## src/rtl/adc_touch_pkg.sv

```systemverilog
// Shared types and constants for the ADS7843-style touch ADC responder.
// Holds the FSM states, the default channel codes and the control-byte field positions.
package adc_touch_pkg;

  typedef enum logic [1:0] {
    ST_IDLE,
    ST_CMD,
    ST_WAIT,
    ST_DATA
  } state_e;

  localparam logic [2:0] X_CHAN_DEF = 3'b101;
  localparam logic [2:0] Y_CHAN_DEF = 3'b001;

  // Control byte layout, MSB first on the wire: S,A2,A1,A0,MODE,SER/DFR,PD1,PD0
  localparam int unsigned CMD_S_BIT    = 7;
  localparam int unsigned CMD_A_HI     = 6;
  localparam int unsigned CMD_A_LO     = 4;
  localparam int unsigned CMD_MODE_BIT = 3;
  localparam int unsigned CMD_SER_BIT  = 2;
  localparam int unsigned CMD_PD_HI    = 1;
  localparam int unsigned CMD_PD_LO    = 0;

  // Picks the conversion source by channel code; 8-bit mode zeroes the low nibble.
  function automatic logic [11:0] snapshot(input logic [2:0]  chan,
                                           input logic        mode8,
                                           input logic [11:0] x_val,
                                           input logic [11:0] y_val,
                                           input logic [2:0]  x_code,
                                           input logic [2:0]  y_code);
    logic [11:0] v;
    if (chan == x_code)      v = x_val;
    else if (chan == y_code) v = y_val;
    else                     v = '0;
    if (mode8) v[3:0] = '0;
    return v;
  endfunction

endpackage

```

## src/rtl/adc_edge_sync.sv

```systemverilog
// Multi-stage synchronizer with registered rise/fall pulse outputs.
// Pulses appear STAGES+1 clocks after the raw input changes.
module adc_edge_sync #(
  parameter int unsigned STAGES  = 2,
  parameter logic        RST_VAL = 1'b0
) (
  input  logic clk_i,
  input  logic rst_i,
  input  logic d_i,
  output logic rise_o,
  output logic fall_o
);

  logic [STAGES-1:0] sync_q;
  logic              prev_q;
  logic              rise_q;
  logic              fall_q;

  always_ff @(posedge clk_i) begin
    if (rst_i) begin
      sync_q <= {STAGES{RST_VAL}};
      prev_q <= RST_VAL;
      rise_q <= 1'b0;
      fall_q <= 1'b0;
    end else begin
      sync_q <= {sync_q[STAGES-2:0], d_i};
      prev_q <= sync_q[STAGES-1];
      rise_q <= sync_q[STAGES-1] & ~prev_q;
      fall_q <= ~sync_q[STAGES-1] & prev_q;
    end
  end

  assign rise_o = rise_q;
  assign fall_o = fall_q;

endmodule

```

## src/rtl/adc_touch_responder.sv

```systemverilog
// Responder side of an ADS7843-style touch ADC serial link: decodes control
// bytes on DCLK rises and returns a 12-bit result on DCLK falls.
module adc_touch_responder
  import adc_touch_pkg::*;
#(
  parameter int unsigned SYNC_STAGES = 2,
  parameter logic [2:0]  X_CHAN      = X_CHAN_DEF,
  parameter logic [2:0]  Y_CHAN      = Y_CHAN_DEF
) (
  input  logic        iCLK,
  input  logic        iRST,
  input  logic        iADC_DCLK,
  input  logic        iADC_CS_n,
  input  logic        iADC_DIN,
  output logic        oADC_DOUT,
  output logic        oADC_BUSY,
  output logic        oADC_PENIRQ_n,
  input  logic [11:0] iX_VALUE,
  input  logic [11:0] iY_VALUE,
  input  logic        iTOUCH,
  output logic [7:0]  oCMD,
  output logic        oCMD_VALID
);

  logic dclk_rise;
  logic dclk_fall;

  adc_edge_sync #(
    .STAGES  (SYNC_STAGES),
    .RST_VAL (1'b0)
  ) u_dclk_sync (
    .clk_i  (iCLK),
    .rst_i  (iRST),
    .d_i    (iADC_DCLK),
    .rise_o (dclk_rise),
    .fall_o (dclk_fall)
  );

  logic [SYNC_STAGES-1:0] cs_sync_q;
  logic [SYNC_STAGES-1:0] din_sync_q;
  logic                   cs_n_s;
  logic                   din_s;

  always_ff @(posedge iCLK) begin
    if (iRST) begin
      cs_sync_q  <= '1;
      din_sync_q <= '0;
    end else begin
      cs_sync_q  <= {cs_sync_q[SYNC_STAGES-2:0], iADC_CS_n};
      din_sync_q <= {din_sync_q[SYNC_STAGES-2:0], iADC_DIN};
    end
  end

  assign cs_n_s = cs_sync_q[SYNC_STAGES-1];
  assign din_s  = din_sync_q[SYNC_STAGES-1];

  state_e      state_q,  state_d;
  logic [3:0]  cnt_q,    cnt_d;
  logic [6:0]  sh_q,     sh_d;
  logic [11:0] res_q,    res_d;
  logic [7:0]  cmd_q,    cmd_d;
  logic        valid_q,  valid_d;
  logic        busy_q,   busy_d;
  logic        dout_q,   dout_d;
  logic [1:0]  pd_q,     pd_d;
  logic        penirq_q, penirq_d;
  logic [7:0]  new_cmd;

  always_ff @(posedge iCLK) begin
    if (iRST) begin
      state_q  <= ST_IDLE;
      cnt_q    <= '0;
      sh_q     <= '0;
      res_q    <= '0;
      cmd_q    <= '0;
      valid_q  <= 1'b0;
      busy_q   <= 1'b0;
      dout_q   <= 1'b0;
      pd_q     <= '0;
      penirq_q <= 1'b1;
    end else begin
      state_q  <= state_d;
      cnt_q    <= cnt_d;
      sh_q     <= sh_d;
      res_q    <= res_d;
      cmd_q    <= cmd_d;
      valid_q  <= valid_d;
      busy_q   <= busy_d;
      dout_q   <= dout_d;
      pd_q     <= pd_d;
      penirq_q <= penirq_d;
    end
  end

  always_comb begin
    state_d = state_q;
    cnt_d   = cnt_q;
    sh_d    = sh_q;
    res_d   = res_q;
    cmd_d   = cmd_q;
    valid_d = 1'b0;
    busy_d  = busy_q;
    dout_d  = dout_q;
    pd_d    = pd_q;
    new_cmd = {sh_q, din_s};

    // Pen interrupt is only reported while idle or hunting for a start bit, with power-down bits 00.
    penirq_d = ((pd_q == 2'b00) && ((state_q == ST_IDLE) || (state_q == ST_CMD)))
               ? ~iTOUCH : 1'b1;

    // Deselect overrides any DCLK edge seen in the same cycle.
    if (cs_n_s) begin
      state_d = ST_IDLE;
      cnt_d   = '0;
      sh_d    = '0;
      busy_d  = 1'b0;
      dout_d  = 1'b0;
    end else begin
      case (state_q)
        ST_IDLE: begin
          state_d = ST_CMD;
          cnt_d   = '0;
          sh_d    = '0;
        end
        ST_CMD: begin
          // With the counter at 0, only a 1 (start bit) begins a byte.
          if (dclk_rise && ((cnt_q != 4'd0) || din_s)) begin
            sh_d = new_cmd[6:0];
            if (cnt_q == 4'd7) begin
              cmd_d   = new_cmd;
              valid_d = 1'b1;
              res_d   = snapshot(new_cmd[CMD_A_HI:CMD_A_LO], new_cmd[CMD_MODE_BIT],
                                 iX_VALUE, iY_VALUE, X_CHAN, Y_CHAN);
              pd_d    = new_cmd[CMD_PD_HI:CMD_PD_LO];
              cnt_d   = '0;
              state_d = ST_WAIT;
            end else begin
              cnt_d = cnt_q + 4'd1;
            end
          end
        end
        ST_WAIT: begin
          if (dclk_fall) begin
            if (cnt_q == 4'd0) begin
              busy_d = 1'b1;
              dout_d = 1'b0;
              cnt_d  = 4'd1;
            end else begin
              busy_d  = 1'b0;
              dout_d  = res_q[11];
              res_d   = {res_q[10:0], 1'b0};
              cnt_d   = '0;
              state_d = ST_DATA;
            end
          end
        end
        ST_DATA: begin
          if (dclk_fall) begin
            if (cnt_q == 4'd11) begin
              dout_d  = 1'b0;
              cnt_d   = '0;
              sh_d    = '0;
              state_d = ST_CMD;
            end else begin
              dout_d = res_q[11];
              res_d  = {res_q[10:0], 1'b0};
              cnt_d  = cnt_q + 4'd1;
            end
          end
        end
        default: state_d = ST_IDLE;
      endcase
    end
  end

  assign oADC_DOUT     = dout_q;
  assign oADC_BUSY     = busy_q;
  assign oADC_PENIRQ_n = penirq_q;
  assign oCMD          = cmd_q;
  assign oCMD_VALID    = valid_q;

endmodule

```

## config.mk

```make
export PLATFORM = sky130hd
export DESIGN_NAME = adc_touch_responder
export DESIGN_NICKNAME = d
export VERILOG_FILES = /design/src/rtl/adc_touch_pkg.sv /design/src/rtl/adc_edge_sync.sv /design/src/rtl/adc_touch_responder.sv
export SDC_FILE = /design/constraint.sdc
export NUM_CORES = 1
export LEC_CHECK = 0
export CORE_MARGIN = 2
export CORE_UTILIZATION = 47
export DETAILED_ROUTE_END_ITERATION = 16
export PLACE_DENSITY = 0.88
export SLEW_MARGIN = 20
export SYNTH_ARGS = -nofsm -noshare
export SYNTH_HDL_FRONTEND = slang
export SYNTH_HIERARCHICAL = 1
export SYNTH_SLANG_ARGS = --single-unit
```

## constraint.sdc

```tcl
create_clock -name iCLK -period 1.8 [get_ports iCLK]
set_input_delay 0.18 -clock iCLK [delete_from_list [all_inputs] [get_ports iCLK]]
set_output_delay 0.18 -clock iCLK [all_outputs]
set_load 0.01 [all_outputs]
```

* After elaboration in Yosys (flattened, before gate mapping) *
Cells that the tools add are included.

operators by class
  equality and inequality tests = 14
  order comparisons = 0
  bitwise logic cells = 9
  multiplexer cells = 35
  div/mod/pow operators = 0
  reductions and logical operators = 21
  $mul = 0
  shifts and indexed selects = 0
  add/subtract/negate cells = 1

operators with widths
  cell                 count
  $mux 12              8
  $pmux 12 s3          1
  $mux 4               6
  $mux 7               3
  $pmux 7 s3           1
  $pmux 4 s4           1
  $mux 2               6
  $ne 2x1->1 const B   4
  $pmux 2 s4           1
  $reduce_and 4->1     2
  $reduce_and 8->1     1
  $mux 1               7
  $not 1->1            7
  $ne 2x2->1 const B   3
  $reduce_and 3->1     2
  $reduce_and 6->1     1
  $reduce_bool 3->1    2
  $add 4x1->4 const B  1
  $eq 2x2->1 const B   2
  $eq 4x3->1 const B   1
  $eq 4x4->1 const B   1
  $logic_not 2->1      2
  $logic_not 4->1      1
  $reduce_bool 4->1    1
  other kinds (11)     15

storage, ports and cells
  logic and storage cells = 96
  bits in registers = 48
  output and inout bits = 12
  RAM bits = 0
  latch bits = 0
  memories = 0
  ROM bits = 0

* Depth between registers and ports, before layout *
Gate-level depths: netlist (run 1).

  word-level depth = 7
  depth in mapped cells = 8

* Modules after synthesis *
Netlist (run 1), hierarchy kept.

by module, submodules not included
  module               cells an instance  instances  seq. area each (µm²)  area each (µm²)
  adc_touch_responder  229                1          820.8                 2,187.1
  adc_edge_sync        10                 1          100.1                 133.9

* Worst setup path before layout (run 1) *
No wires, ideal clock.

  kind = register to register
  start point = register state_q[0]
  end point = register res_q[11]
  setup time = 0.132 ns
  stages on the path, launching flop included = 8
  arrival = 1.756 ns
  period minus slack after synthesis = 1.888 ns
  setup slack = -0.088 ns
  required time = 1.668 ns
  path through = dfxtp_1 > ha_1 > buf_2 > and4b_4 > a2111o_1 > buf_6 > a2111oi_2 > nor3_1

on the way
  cells in the longest elaborated chain, start to end = 3
  elaborated cells on any way between the ends = 12

ends and longest elaborated chain
  what                                          line                        RTL
  from (decl)                                   adc_touch_responder.sv:57   state_e state_q, state_d;
  from (signal assigned)                        adc_touch_responder.sv:82   state_q <= state_d;
  $eq 2x2->1 or $eq 2x1->1 (tied branches)      adc_touch_responder.sv:119  case (state_q)
  $ne 2x2->1 (no line) (tied with other cells)  -
  $reduce_and 8->1 (no line)                    -
  to (signal assigned)                          adc_touch_responder.sv:85   res_q <= res_d;
  to (decl)                                     adc_touch_responder.sv:60   logic [11:0] res_q, res_d;

Several ways; a longest one is shown, not always the timed one.
A chain may end at the register's enable or synchronous reset.

* Worst setup path after layout (run 1) *
  start point = register state_q[1]
  end point = register res_q[10]

Same word-level chain as after synthesis.

==> results of run 1 <==
-- layout make-up --
cell class,count,area (um^2)
clock buffer,5,68.8
clock inverter,3,43.8
fill,320,1270
inverter,6,25.0
multi-input combinational,169,1560
sequential,46,932
tap,67,83.8
timing repair buffer,83,773
-- synth_stat cells, types with 3 or more instances --
cell | count | area share, %
or2_2 | 4 | 1.1
mux2i_1 | 20 | 8.6
a21oi_1 | 22 | 4.7
nor2_1 | 21 | 3.4
buf_2 | 7 | 1.5
ha_1 | 6 | 3.2
nand3_1 | 5 | 1.1
clkbuf_1 | 6 | 0.97
o21ai_0 | 6 | 1.3
inv_1 | 6 | 0.97
nand2_1 | 9 | 1.5
buf_6 | 3 | 1.5
a2111oi_2 | 9 | 5.8
nor2b_1 | 6 | 1.6
nor3_1 | 18 | 3.9
dfxtp_1 | 46 | 40
a22o_1 | 7 | 2.6
-- flip-flops by register name, summed over array words and instances (netlist names) --
signal,cells
cs_sync_q,2
cnt_q,4
oCMD,8
res_q,12
state_q,2
oADC_BUSY,1
sh_q,7
u_dclk_sync/rise_o,1
u_dclk_sync/fall_o,1
oCMD_VALID,1
u_dclk_sync/sync_q,2
oADC_DOUT,1
oADC_PENIRQ_n,1
din_sync_q,2
u_dclk_sync/prev_q,1
-- worst max-delay path, delay by kind of cell (launching register included) --
kind | cells | cell delay (ns)
AOI/OAI and AO/OA | 2 | 0.58
DFF | 1 | 0.40
and+or+nand+nor | 2 | 0.21
buffers and inverters | 3 | 0.38
adders and majority gates | 1 | 0.17
-- cells in the final DEF, fill, tap and decap left out, types with 2 or more instances in the layout --
cell type	count
dfxtp_1	41
clkdlybuf4s50_1	41
buf_4	34
mux2i_1	20
nor2_1	18
nor3_1	13
a21oi_1	12
nand2_1	9
a21oi_2	8
a2111oi_4	7
a22o_1	7
nor2b_1	6
buf_6	6
nor3_2	5
nand3_1	5
o21ai_0	5
clkbuf_8	5
inv_2	4
ha_4	4
a21oi_4	3
nor2_2	3
a2111oi_2	3
or2_2	3
dfxtp_2	3
or4b_4	2
nand2b_1	2
or3b_2	2
or3_1	2
nor4bb_4	2
nand3b_1	2
a2111oi_1	2
buf_12	2
dfxtp_4	2
nor3b_1	2
-- power groups by stage --
stage	combinational, mW	clock, mW	sequential (mW)
global route	0.208	0.833	1.04
finish	0.195	0.773	1.03
floorplan	0.0675	0	1.06
detailed placement	0.166	0	1.06
global placement	0.162	0	1.06
CTS	0.179	0.787	1.03
-- what timing repair did --
action                                  in CTS  in global routing
endpoints found under the hold margin        0                  0
buffers inserted                             4                  2
pin swaps                                    6                  8
resized for setup                           45                 22
endpoints found under the setup margin      33                 33
-- metal layers --
metal  GRT usage, %  vias up  routed length, um
met2           39.9       82               3430
met3           4.61       19                326
met1           29.8     1035               2600
met5              0        -                  0
li1               -     1027                  -
met4           9.92        0                168
-- worst max-delay path by stage --
| stage | depth (start not counted) | slack (ns) | to |
|---|---|---|---|
| 2_1_floorplan | 7 | 0.0009 | res_q[1] |
| 3_3_place_gp | 7 | -0.08 | res_q[10] |
| 3_5_place_dp | 7 | -0.17 | res_q[11] |
| 4_1_cts | 7 | -0.03 | oCMD[0] |
| 5_1_grt | 8 | -0.18 | res_q[10] |
| 6_report | 8 | -0.07 | res_q[10] |
-- kinds of logic after synthesis --
| kind of cell | count (synthesis) |
|---|---|
| buf+inv | 24 |
| fa+ha+maj | 6 |
| flops | 46 |
| compound gates | 57 |
| simple gates | 86 |
| mux | 20 |
==> flow_summary.ini, run 1 <==
[clock_network]
postCtsHoldBufs = 0
insertion_delay_ns = 0.30
cts-buffers-inserted = 5
cts_tree = built
cts.reportedPaths.clkPinSlew_ns = 0.09
cts.htree.levels = 2
clock-root-buffer = clkbuf_8
cts_buffer_depth = 2
cts.sinks = 46

[synthesis]
synth.net_count = 275
async_reset_ff_share_pct = 0
ys_seq_elements = 46
ys_warn_count = 6
synth_edf_count = 0
synthCells = 239
synth_mux_area_share_pct = 8.63
synth_cell_types = 47
synth-compound-area-share_pct = 21.5
syn-mean-instance-area_um2 = 9.71
synthAdderAreaFrac_pct = 3.23
synth-xor-area-share_pct = 0
synth_top_family_by_area = simple AND/OR/NAND/NOR gates
yosysSeqAreaShare_pct = 39.7
syn_area_um2 = 2320
synthFlopType = dfxtp_1
synth-simple-area-share_pct = 21.6

[worst_setup_path]
slowest_stage = a2111oi_1
start_kind = register
r2r_cells = 8
max_stage_delay_ns = 0.43
endpoint_kind = register
critPathKind = reg -> reg
cp-startpoint = state_q[1]
crit_chain = inv_2, ha_4, buf_6, nand2b_1, o2111ai_4, buf_12, a2111oi_1, nor3_2
r2r_slack_ns = -0.07
cp.arrival_ns = 2.06
critPathMaxFanout = 15
required_ns = 1.99
rr_endpoint = res_q[10]
reg2reg_from = state_q[1]

[detailed_routing]
route.antenna.remaining_nets = 0
drt-vias-per-instance = 5.71
wl_per_cell_um = 17.2
finalWirelength_um = 6530
drc_errors = 0
num_vias = 2163
dr.pass1.iters = 4
drtIter0Drc = 239

[floorplanning]
dieHeight_um = 74.3
core_um2 = 4750
fp.dieArea_um2 = 5520
fp-row-count = 25
die_w_um = 74.3
start_util_pct = 48.8
ios = 42

[finish]
drive_gt1_share_pct = 36.2
antenna_cells = 0
fin_nets = 347
design_area_um2 = 3490
fin_util_pct = 73.3
layoutNonFillerInstCount = 379
synthToLayoutAreaGrowth_pct = 50.2

[place]
port_buffers = 41
dp.cells = 365
dpl_cell_area_um2 = 3010
place_congestion = 0.911
pre_cts_slack_ns = -0.175
dpl.hpwl_um = 3880

[status]
outcome = finished, violations left
violations = setup timing

[timing]
slew_viol_final = 0
fin_hold_ws_ns = 0.421
period_share_pct = 104
worstMarginPinSlew_ns = 0.490
min_period_ns = 1.87
final.setup.tns_ns = -0.933
max_freq_mhz = 535
layout_setup_ws_ns = -0.0704
skew_ns = 0.00867
setup_violations = 23
hold_viol_final = 0
slew_headroom_pct = 67.1
grt_setup_unrepaired = yes

[grt]
grt_overflow = 0
grt_pass1_vias = 2119
grt_max_degree = 30
grt_pass1_wl_um = 10100
grt_usage_pct = 23.7
antenna_found_initial = 0

[worst_hold_path]
min_path_cells = 1
min_from = cs_sync_q[0]
min_path_type = reg -> reg
holdPathEnd = cs_sync_q[1]

[power]
vdd_drop_max_mv = 0.353
p_leak_nw = 1.24
power_mw = 2.00
internal_power_mw = 1.56
p_clk_share_pct = 38.6
p_seq_share_pct = 51.7
p_sw_mw = 0.447
switching_share_pct = 22.3
p_per_area_nw_per_um2 = 575
combPwrFrac_pct = 9.7

[flow_run]
max_cap_viol_count = 0
(Power assumes the default switching activity.)
==> run 2: changes to the inputs <==
--- a/config.mk
+++ b/config.mk
@@ -8,9 +8,8 @@
 export CORE_MARGIN = 2
 export CORE_UTILIZATION = 47
 export DETAILED_ROUTE_END_ITERATION = 16
-export PLACE_DENSITY = 0.88
+export PLACE_DENSITY = 0.87
 export SLEW_MARGIN = 20
 export SYNTH_ARGS = -nofsm -noshare
 export SYNTH_HDL_FRONTEND = slang
-export SYNTH_HIERARCHICAL = 1
 export SYNTH_SLANG_ARGS = --single-unit
==> run 2 against run 1 <==
  * The run still ends with setup timing left
  * Fmax is 1.4% higher
  * Synthesized cell count grew 10%
  * Clock power rose by 5.2%
  * Register-to-register slack improved by 0.03 ns
  * Count of clock-buffer cells in the layout unchanged
  * Critical path type unchanged
  * Largest cell class unchanged
==> flow_summary.ini, run 2 <==
[finish]
synthToLayoutAreaGrowth_pct = 40.0
final_cell_mix = dfxtp_1, clkdlybuf4s50_1, buf_4
largest_register = res_q
layoutNonFillerInstCount = 389
antenna_cells = 0
layout_commonest_cell = dfxtp_1
design_area_um2 = 3350
fin_nets = 358
largest_reg_flops = 12
fin_util_pct = 69.6
drive_gt1_share_pct = 24.2

[clock_network]
clock-root-buffer = clkbuf_8
insertion_delay_ns = 0.31
cts.reportedPaths.clkPinSlew_ns = 0.10
cts_tree = built
cts_buffer_depth = 2
cts.sinks = 46
cts.htree.levels = 2
postCtsHoldBufs = 0
cts-buffers-inserted = 5

[worst_hold_path]
min_path_type = in -> reg

[synthesis]
synth-xor-area-share_pct = 0
synth_mux_area_share_pct = 10.0
synth_cell_types = 50
synth_top_area_cell = dfxtp_1
synth.net_count = 300
synth_top_family_by_area = simple AND/OR/NAND/NOR gates
synth-compound-area-share_pct = 19.4
yosysSeqAreaShare_pct = 38.5
synth_area_leaders = dfxtp_1, mux2i_1, nand2b_1, ha_1, a21oi_1
syn_area_um2 = 2390
syn-mean-instance-area_um2 = 9.10
synthCells = 263
ys_warn_count = 0
synthAdderAreaFrac_pct = 3.66
synthFlopType = dfxtp_1
synth_top_area_share_pct = 38.5
synth-simple-area-share_pct = 23.6
synth_edf_count = 0
ys_top_cells_by_count = dfxtp_1, mux2i_1, nand2b_1
synth_most_common_cell = dfxtp_1
ys_seq_elements = 46
async_reset_ff_share_pct = 0

[worst_setup_path]
slowest_stage = nor4bb_2
endpoint_kind = register
critPathMaxFanout = 6
crit_chain = ha_4, buf_4, nor4bb_2, nor3_4, o311ai_2, o41ai_1
path_buf_inv = 1
cpLargestDelayFamily = simple AND/OR/NAND/NOR gates
start_kind = register
critPathKind = reg -> reg
cp.arrival_ns = 2.03
max_stage_delay_ns = 0.51
required_ns = 1.99

[place]
dpl_cell_area_um2 = 3020
dpl.hpwl_um = 3970
place_congestion = 0.894
dp.cells = 376
port_buffers = 41

[timing]
slew_viol_final = 0
layout_setup_ws_ns = -0.0440
hold_viol_final = 0
skew_ns = 0.00761
period_share_pct = 102
grt_setup_unrepaired = yes
worstMarginPinSlew_ns = 0.524
final.setup.tns_ns = -0.120
min_period_ns = 1.84
max_freq_mhz = 542
setup_violations = 7
slew_headroom_pct = 64.5

[grt]
grt_overflow = 0
grt_pass1_wl_um = 9330
antenna_found_initial = 0
grt_pass1_vias = 2086
grt_usage_pct = 21.5
grt_max_degree = 22

[power]
vdd_drop_max_mv = 0.331
p_leak_nw = 1.12
p_per_area_nw_per_um2 = 598
power_mw = 2.00

[floorplanning]
fp-row-count = 25
fp.dieArea_um2 = 5680
ios = 42
start_util_pct = 49.7
core_um2 = 4820
die_w_um = 75.4
dieHeight_um = 75.4

[detailed_routing]
dr.pass1.iters = 4
num_vias = 2188
drtIter0Drc = 140
wl_per_cell_um = 15.2
finalWirelength_um = 5930
drc_errors = 0
drt-vias-per-instance = 5.62
route.antenna.remaining_nets = 0

[flow_run]
max_cap_viol_count = 0

[status]
violations = setup timing
outcome = finished, violations left
-- run 2: changes by cell type after synthesis, sizes merged, moves of 6 or more --
cell / change
a2111oi: -11
a311oi: +8
nor3: -17
a31oi: +8
nand3: +6
nand2b: +20
a22o: -7
clkbuf: +7
-- run 2: area by class of cell --
type | count | area (um^2)
Multi-Input combinational cell | 192 | 1530
Fill cell | 380 | 1470
Sequential cell | 46 | 933
Timing Repair Buffer | 71 | 668
Tap cell | 67 | 83.8
Clock buffer | 5 | 68.8
Clock inverter | 3 | 48.8
Inverter | 5 | 21.3
-- run 2: metal layers --
metal / share of wire (%) / up-vias / track usage, %
li1: - / 1079 / -
met1: 39 / 1012 / 24.7
met2: 53 / 83 / 38.5
met3: 5.2 / 14 / 3.70
met4: 2.5 / 0 / 10.7
met5: 0 / - / 0
-- run 2: what timing repair did --
| item | CTS | global route |
|---|---|---|
| gates resized for setup | 9 | 32 |
| pin swaps | 3 | 10 |
| setup endpoints to repair | 24 | 32 |
| buffers inserted | 2 | 2 |
| gates cloned | 0 | 1 |
| endpoints found under the hold margin | 0 | 0 |
-- run 2: path summary, 6_finish.rpt --
path	start	to	slack, ns	cells after the start
setup / recovery	state_q[0]	state_q[1]	-0.04	6
setup reg to reg	state_q[0]	state_q[1]	-0.04	6
hold / removal	iADC_DIN	din_sync_q[0]	0.41	2
hold reg to reg	u_dclk_sync.sync_q[1]	u_dclk_sync.fall_o	0.42	1
-- run 2: logic make-up (layout without fill, tap and decap cells) --
family | count (synthesis) | in the layout
muxes | 24 | 24
and+or+nand+nor | 94 | 94
DFF | 46 | 46
buffers and inverters | 25 | 84
adders and majority gates | 7 | 7
AOI/OAI and AO/OA | 67 | 67
-- run 2: per-stage QoR --
step | worst slack [ns] | hold slack (ns)
2_1_floorplan | 0.00155 | 0.259
3_3_place_gp | -0.0161 | 0.391
3_5_place_dp | -0.0845 | 0.402
4_1_cts | -0.0245 | 0.409
5_1_grt | -0.136 | 0.425
6_report | -0.0440 | 0.414
-- run 2: report_power, final --
group	leakage, nW	switching (mW)	internal [mW]
clock network	0.0563	0.389	0.423
logic	0.691	0.0600	0.0980
registers	0.375	0.00860	1.02
total	1.12	0.458	1.55
==> run 3: changes to the inputs <==
--- a/config.mk
+++ b/config.mk
@@ -13,3 +13,4 @@
 export SYNTH_ARGS = -nofsm -noshare
 export SYNTH_HDL_FRONTEND = slang
 export SYNTH_SLANG_ARGS = --single-unit
+export TNS_END_PERCENT = 100
==> results of run 3 <==
Same layout as run 2: the final DEF is identical, and so are final timing and power.
